--- src/rtl/pifo_pkg.sv ---
// Shared defaults and entry layout for the rank-sink PIFO.
// The top is parameterised; these are the default widths used by the design and its users.
package pifo_pkg;

  localparam int RANK_W_DEF  = 16;
  localparam int META_W_DEF  = 16;
  localparam int L2_DEPTH_DEF = 4;
  localparam int DEPTH_DEF   = 1 << L2_DEPTH_DEF;

  typedef struct packed {
    logic                  valid;
    logic [RANK_W_DEF-1:0] rank;
    logic [META_W_DEF-1:0] meta;
  } pifo_entry_t;

endpackage

--- src/rtl/pifo_insert_pos.sv ---
// Combinational insert-position finder: counts occupied slots whose rank is <= rank_in.
// Because slots are kept sorted and packed from slot 0, the compare vector is a thermometer code.
module pifo_insert_pos
  import pifo_pkg::*;
#(
  parameter int RANK_WIDTH = RANK_W_DEF,
  parameter int L2_DEPTH   = L2_DEPTH_DEF
) (
  input  logic [(1<<L2_DEPTH)-1:0] slot_valid,
  input  logic [RANK_WIDTH-1:0]    slot_rank [1<<L2_DEPTH],
  input  logic [RANK_WIDTH-1:0]    rank_in,
  output logic [L2_DEPTH:0]        pos
);

  localparam int DEPTH = 1 << L2_DEPTH;

  logic [DEPTH-1:0] le;

  for (genvar gi = 0; gi < DEPTH; gi++) begin : g_cmp
    assign le[gi] = slot_valid[gi] & (slot_rank[gi] <= rank_in);
  end

  // Position of the first zero in the thermometer; DEPTH when every slot qualifies.
  always_comb begin
    pos = (L2_DEPTH+1)'(DEPTH);
    for (int i = DEPTH - 1; i >= 0; i--) begin
      if (!le[i]) pos = (L2_DEPTH+1)'(i);
    end
  end

endmodule

--- src/rtl/pifo_rank_sink.sv ---
// Consumer of the rank pipe: pops {rank, meta} into a register-based PIFO sorted by ascending rank
// (FIFO among equal ranks) and presents the lowest-rank entry on the dequeue port.
module pifo_rank_sink
  import pifo_pkg::*;
#(
  parameter int RANK_WIDTH = RANK_W_DEF,
  parameter int META_WIDTH = META_W_DEF,
  parameter int L2_DEPTH   = L2_DEPTH_DEF
) (
  input  logic                  clk,
  input  logic                  resetn,
  input  logic                  rank_valid,
  input  logic [RANK_WIDTH-1:0] rank_in,
  input  logic [META_WIDTH-1:0] meta_in,
  output logic                  rank_remove,
  input  logic                  deq_req,
  output logic                  deq_valid,
  output logic [RANK_WIDTH-1:0] deq_rank,
  output logic [META_WIDTH-1:0] deq_meta,
  output logic [L2_DEPTH:0]     count,
  output logic                  full
);

  localparam int DEPTH = 1 << L2_DEPTH;
  localparam int CW    = L2_DEPTH + 1;

  logic [DEPTH-1:0]      valid_q;
  logic [RANK_WIDTH-1:0] rank_q [DEPTH];
  logic [META_WIDTH-1:0] meta_q [DEPTH];
  logic [CW-1:0]         count_q, count_d;
  logic                  reset_seen_q, reset_seen_d;
  logic                  deq_fire, ins_fire;
  logic [CW-1:0]         pos;

  pifo_insert_pos #(
    .RANK_WIDTH (RANK_WIDTH),
    .L2_DEPTH   (L2_DEPTH)
  ) u_insert_pos (
    .slot_valid (valid_q),
    .slot_rank  (rank_q),
    .rank_in    (rank_in),
    .pos        (pos)
  );

  // Popping is held off until one clock edge has passed out of reset.
  assign deq_fire    = deq_req & valid_q[0];
  assign full        = (count_q == CW'(DEPTH));
  assign ins_fire    = reset_seen_q & rank_valid & (~full | deq_fire);
  assign rank_remove = ins_fire;
  assign deq_valid   = valid_q[0];
  assign deq_rank    = rank_q[0];
  assign deq_meta    = meta_q[0];
  assign count       = count_q;

  for (genvar gi = 0; gi < DEPTH; gi++) begin : g_slot
    localparam logic [CW-1:0] IDX  = CW'(gi);
    localparam logic [CW-1:0] IDX1 = CW'(gi + 1);

    logic                  v_prev, v_next, v_d, v_q;
    logic [RANK_WIDTH-1:0] r_prev, r_next, r_d, r_q;
    logic [META_WIDTH-1:0] m_prev, m_next, m_d, m_q;

    if (gi > 0) begin : g_prev
      assign v_prev = valid_q[gi-1];
      assign r_prev = rank_q[gi-1];
      assign m_prev = meta_q[gi-1];
    end else begin : g_prev_none
      assign v_prev = 1'b0;
      assign r_prev = '0;
      assign m_prev = '0;
    end

    // The top slot shifts in zeros, which clears it on a dequeue.
    if (gi < DEPTH - 1) begin : g_next
      assign v_next = valid_q[gi+1];
      assign r_next = rank_q[gi+1];
      assign m_next = meta_q[gi+1];
    end else begin : g_next_none
      assign v_next = 1'b0;
      assign r_next = '0;
      assign m_next = '0;
    end

    always_comb begin
      v_d = v_q;
      r_d = r_q;
      m_d = m_q;
      unique case ({ins_fire, deq_fire})
        2'b10: begin
          if (IDX == pos) begin
            v_d = 1'b1; r_d = rank_in; m_d = meta_in;
          end else if (IDX > pos) begin
            v_d = v_prev; r_d = r_prev; m_d = m_prev;
          end
        end
        2'b01: begin
          v_d = v_next; r_d = r_next; m_d = m_next;
        end
        2'b11: begin
          if (pos == '0) begin
            if (IDX == '0) begin
              v_d = 1'b1; r_d = rank_in; m_d = meta_in;
            end
          end else if (IDX1 < pos) begin
            v_d = v_next; r_d = r_next; m_d = m_next;
          end else if (IDX1 == pos) begin
            v_d = 1'b1; r_d = rank_in; m_d = meta_in;
          end
        end
        default: ;
      endcase
    end

    always_ff @(posedge clk or negedge resetn) begin
      if (!resetn) begin
        v_q <= 1'b0;
        r_q <= '0;
        m_q <= '0;
      end else begin
        v_q <= v_d;
        r_q <= r_d;
        m_q <= m_d;
      end
    end

    assign valid_q[gi] = v_q;
    assign rank_q[gi]  = r_q;
    assign meta_q[gi]  = m_q;
  end

  always_comb begin
    count_d      = count_q;
    reset_seen_d = 1'b1;
    if (ins_fire && !deq_fire) begin
      count_d = count_q + CW'(1);
    end else if (deq_fire && !ins_fire) begin
      count_d = count_q - CW'(1);
    end
  end

  always_ff @(posedge clk or negedge resetn) begin
    if (!resetn) begin
      count_q      <= '0;
      reset_seen_q <= 1'b0;
    end else begin
      count_q      <= count_d;
      reset_seen_q <= reset_seen_d;
    end
  end

endmodule

--- config.mk ---
export PLATFORM = sky130hd
export DESIGN_NAME = pifo_rank_sink
export DESIGN_NICKNAME = d
export VERILOG_FILES = /design/src/rtl/pifo_pkg.sv /design/src/rtl/pifo_insert_pos.sv /design/src/rtl/pifo_rank_sink.sv
export SDC_FILE = /design/constraint.sdc
export NUM_CORES = 2
export LEC_CHECK = 0
export BUFFER_PORTS_ARGS = -buffer_cell sky130_fd_sc_hd__buf_2
export CAP_MARGIN = 15
export CORE_UTILIZATION = 40
export DETAILED_ROUTE_END_ITERATION = 12
export PLACE_DENSITY = 0.66
export SYNTH_ARGS = -nofsm -noshare
export SYNTH_HDL_FRONTEND = slang
export SYNTH_SLANG_ARGS = --single-unit
--- constraint.sdc ---
create_clock -name clk -period 6.1 [get_ports clk]
set_input_delay 0.61 -clock clk [delete_from_list [all_inputs] [get_ports clk]]
set_output_delay 0.61 -clock clk [all_outputs]
set_load 0.02 [all_outputs]
==> impl_metrics.tcl <==
set metrics [dict create \
    io_buffers 75 \
    crit_slowest_cell "nand2_1" \
    ir_drop_mv 0.3202 \
    cp_max_fo 13 \
    crit_family "simple AND/OR/NAND/NOR gates" \
    worst_pin_slew_ns 1.178 \
    clock_sinks 534 \
    cts_buffers 60 \
    finalCriticalPeriod_ns 5.274 \
    rsz0062_at_grt "false" \
    clk_path_buf_depth 3 \
    synth_fa_ha_area_frac 0.09153 \
    synth_nets 4430 \
    synth-seq-area-share 0.3751 \
    dieArea_um2 90260 \
    dr.pass1.iters 9 \
    worstSetupPathType "in -> reg" \
    utilization 0.4484 \
    min_path_type "in -> reg" \
    synth_seq_cells 534 \
    cts_tree "built" \
    synth_edf_count 0 \
    p_per_area_nw_per_um2 536.7 \
    finalWirelength_um 126900 \
    fin_worst_skew_ns 0.02508 \
    fin_crit_sh 0.8645 \
    start_util 0.4037 \
    std_cell_rows 109 \
    cap_violations 0 \
    crit_buf_inv 5 \
    setup_violations 0 \
    track_usage 0.2767 \
    synth-simple-area-share 0.1382 \
    clock-root-buffer "clkbuf_16" \
    num_vias 33975 \
    die_w_um 300.4 \
    arrival_ns 5.81 \
    drt-initial-drc-count 3933 \
    final_hold_viol_count 0 \
    grt.overflow.total 0 \
    setup_ws_ns 0.8265 \
    critPathMostFrequentCell "buf_4" \
    cp-start-kind "input port" \
    post_cts_buffers 0 \
    maxSlewViolCount 0 \
    end_kind "flip-flop" \
    yosysWarnings 0 \
    wl_per_cell_um 24.10 \
    path_cells "buf_2 > inv_1 > buf_4 > ha_1 > a211o_1 > o31ai_1 > a32oi_1 > nor2_1 > nand4_1 > buf_4 > nor4_2 > nand3_1 > buf_4 > nand2_1 > o22ai_1 > o31ai_1" \
    max_clock_freq_mhz 189.6 \
    critical_path_required_ns 6.63 \
    synth_compound_area_frac 0.2963 \
    fp.coreArea_um2 88240 \
    synth.area.mux_share 0.04608 \
    synthXorXnorAreaFrac 0.0009834 \
    tns_ns 0 \
    total_power_mw 21.24 \
    p_leak_nw 16.90 \
    first_global_vias 32294 \
    syn_inst 4134 \
    status "completed" \
    drcViolationCount 0 \
    vias_per_cell 6.454 \
    pre_cts_ws_ns 0.4493 \
    final_nets 4348 \
    syn_area_um2 35630 \
    place.gp.congestion 0.9843 \
    hpwl_um 91530 \
    async_reset_ff_frac 1.000 \
    boundaryPins 76 \
    slew_headroom 0.2146 \
    path_clk_slew_ns 0.06 \
    drive_gt1_frac 0.1157 \
    ant_nets 0 \
    grt_antenna_before_repair 5 \
    clk_latency_ns 0.66 \
    die_h_um 300.4 \
    area_growth_pct 11.07 \
    ctsHtreeMaxLevel 2 \
    grt_start_max_net_pins 167 \
    synth_top_family_by_area "compound AO/OA/AOI/OAI gates" \
    syn_area_per_cell_um2 8.618 \
    max_stage_delay_ns 0.57 \
    synth_flop_cell "dfrtp_1" \
    yosysUniqueCellTypes 82 \
    grt_pass1_wl_um 197600 \
]
-- final timing paths --
check	startpoint	end	slack [ns]	depth (start not counted)
max	rank_in[7]	g_slot[11].r_next[5]$_DFFE_PN0P_	0.83	16
min	deq_req	deq_valid$_DFFE_PN0P_	0.45	4
max reg2reg	g_slot[4].r_next[10]$_DFFE_PN0P_	g_slot[11].r_next[5]$_DFFE_PN0P_	1.05	14
min reg2reg	g_slot[14].m_next[6]$_DFFE_PN0P_	g_slot[14].m_next[6]$_DFFE_PN0P_	0.49	2
max in group asynchronous	resetn	g_slot[10].r_q[7]$_DFFE_PN0P_	3.96	3
min in group asynchronous	resetn	g_slot[14].m_next[7]$_DFFE_PN0P_	0.56	2
-- per-stage QoR --
stage / instance area, um2 / std cells / hold WS (ns)
final: 39570 / 5264 / 0.4451
after floorplan: 35630 / 4134 / 0.3144
after global routing: 39570 / 5263 / 0.4778
after CTS: 39540 / 5260 / 0.4236
after global placement: 37560 / 5152 / 0.4663
after detailed placement: 37590 / 5153 / 0.4755
-- sequential cells by signal, summed over array words and instances, names as in the netlist, 13 cells and up --
name and flops:
deq_meta 16, g_slot.r_prev 16, g_slot.r_next 208, g_slot.m_q 16
g_slot.m_next 208, g_slot.v_next 13, g_slot.m_prev 16, deq_rank 16
g_slot.r_q 16
-- cell type report --
type	count	area, um2
fillers	8388	48670
clock inverters	10	115.1
repair buffers	226	1679
flip-flops and latches	534	13360
diodes	3	7.507
inverters	110	412.9
well taps	1165	1458
multi-input cells	3120	20710
clock buffers	96	1827
-- repair_timing --
item / in CTS / in global routing
endpoints found under the hold margin: 32 / 0
gates resized for setup: 0 / 0
hold buffers: 1 / 0
-- cells in the mapped netlist, drive strengths merged (5+ instances only) --
master / number / area, um2
a21o: 19 / 142.6
a31oi: 59 / 375.4
nor2: 410 / 1539
a211oi: 64 / 485.5
nand3: 56 / 280.3
buf: 44 / 204.0
a21oi: 316 / 1582
a22oi: 95 / 718.2
or2: 37 / 231.5
nor4: 17 / 133.9
a211o: 7 / 61.31
dfrtp: 534 / 13360
a222oi: 54 / 540.5
o221a: 5 / 56.30
o21a: 16 / 120.1
nor3: 21 / 105.1
nand2b: 17 / 106.4
a21boi: 5 / 37.54
a221oi: 85 / 744.5
a2111oi: 35 / 306.5
and2: 8 / 50.05
inv: 110 / 412.9
nor2b: 24 / 150.1
mux2i: 101 / 1011
or3: 5 / 31.28
o22ai: 152 / 950.9
mux2: 56 / 630.6
a2bb2oi: 30 / 262.8
o2bb2ai: 7 / 61.31
o221ai: 75 / 656.9
o211ai: 46 / 345.3
o31ai: 149 / 1129
nand2: 478 / 1794
a221o: 8 / 80.08
ha: 259 / 3241
a22o: 23 / 201.4
o2111ai: 7 / 61.31
nand4: 45 / 281.5
o21ai: 251 / 1256
and3: 12 / 75.07
a41oi: 11 / 96.34
clkbuf: 326 / 1224
-- cells by family after synthesis --
group	Yosys count
AOI/OAI and AO/OA	1550
and+or+nand+nor	1148
DFF	534
buffers and inverters	480
adders and majority gates	260
muxes	157
xor gates and xnor gates	4
other	1
-- placed cells by master, fill, tap and decap left out, types with 15 or more instances in the layout --
cell type | Yosys | routed
o31ai_1 | 147 | 142
o211ai_1 | 46 | 46
a2bb2oi_1 | 30 | 30
a2111oi_0 | 35 | 35
a22oi_1 | 94 | 94
o21ai_0 | 235 | 235
nor2b_1 | 24 | 24
nand3_1 | 56 | 55
or2_2 | 36 | 36
o22ai_1 | 152 | 151
buf_2 | 16 | 74
a31oi_1 | 58 | 56
a222oi_1 | 54 | 54
mux2_2 | 56 | 56
mux2i_1 | 101 | 101
dfrtp_1 | 534 | 534
o221ai_1 | 75 | 75
a211oi_1 | 63 | 62
nand2_1 | 478 | 477
a21o_1 | 19 | 18
clkbuf_16 | 0 | 60
nor2_1 | 410 | 403
nand2b_1 | 17 | 15
a22o_1 | 23 | 23
a221oi_1 | 85 | 85
nand4_1 | 45 | 45
o21a_1 | 16 | 16
clkbuf_1 | 326 | 17
inv_1 | 109 | 109
buf_4 | 1 | 138
a21oi_1 | 316 | 309
clkbuf_8 | 0 | 19
nor3_1 | 21 | 19
ha_1 | 259 | 259
-- report_power, final --
group / leakage (nW) / switching (mW) / internal (mW)
Combinational: 9.58 / 6.01 / 4.01
Clock: 0.959 / 1.57 / 2.08
Sequential: 6.36 / 2.24 / 5.33
-- worst register-to-register path, stage by stage, from the launching register on --
cell	delay (ns)
dfrtp_1	0.44
ha_1	0.32
nand4_1	0.19
or4_1	0.53
o21ai_1	0.14
a32oi_1	0.20
nor2_1	0.52
nand4_1	0.14
buf_4	0.22
nor4_2	0.55
nand3_1	0.35
buf_4	0.31
nand2_1	0.57
o22ai_1	0.20
o31ai_1	0.27
-- layer usage --
layer	vias up	global-route usage	wire length, um
met2	1711	0.4267	56330
met1	16454	0.3888	55140
met3	304	0.03939	10350
met4	0	0.1133	5058
met5	-	0	0
li1	15506	-	-
Note: power is estimated with default switching activity, not from simulation.
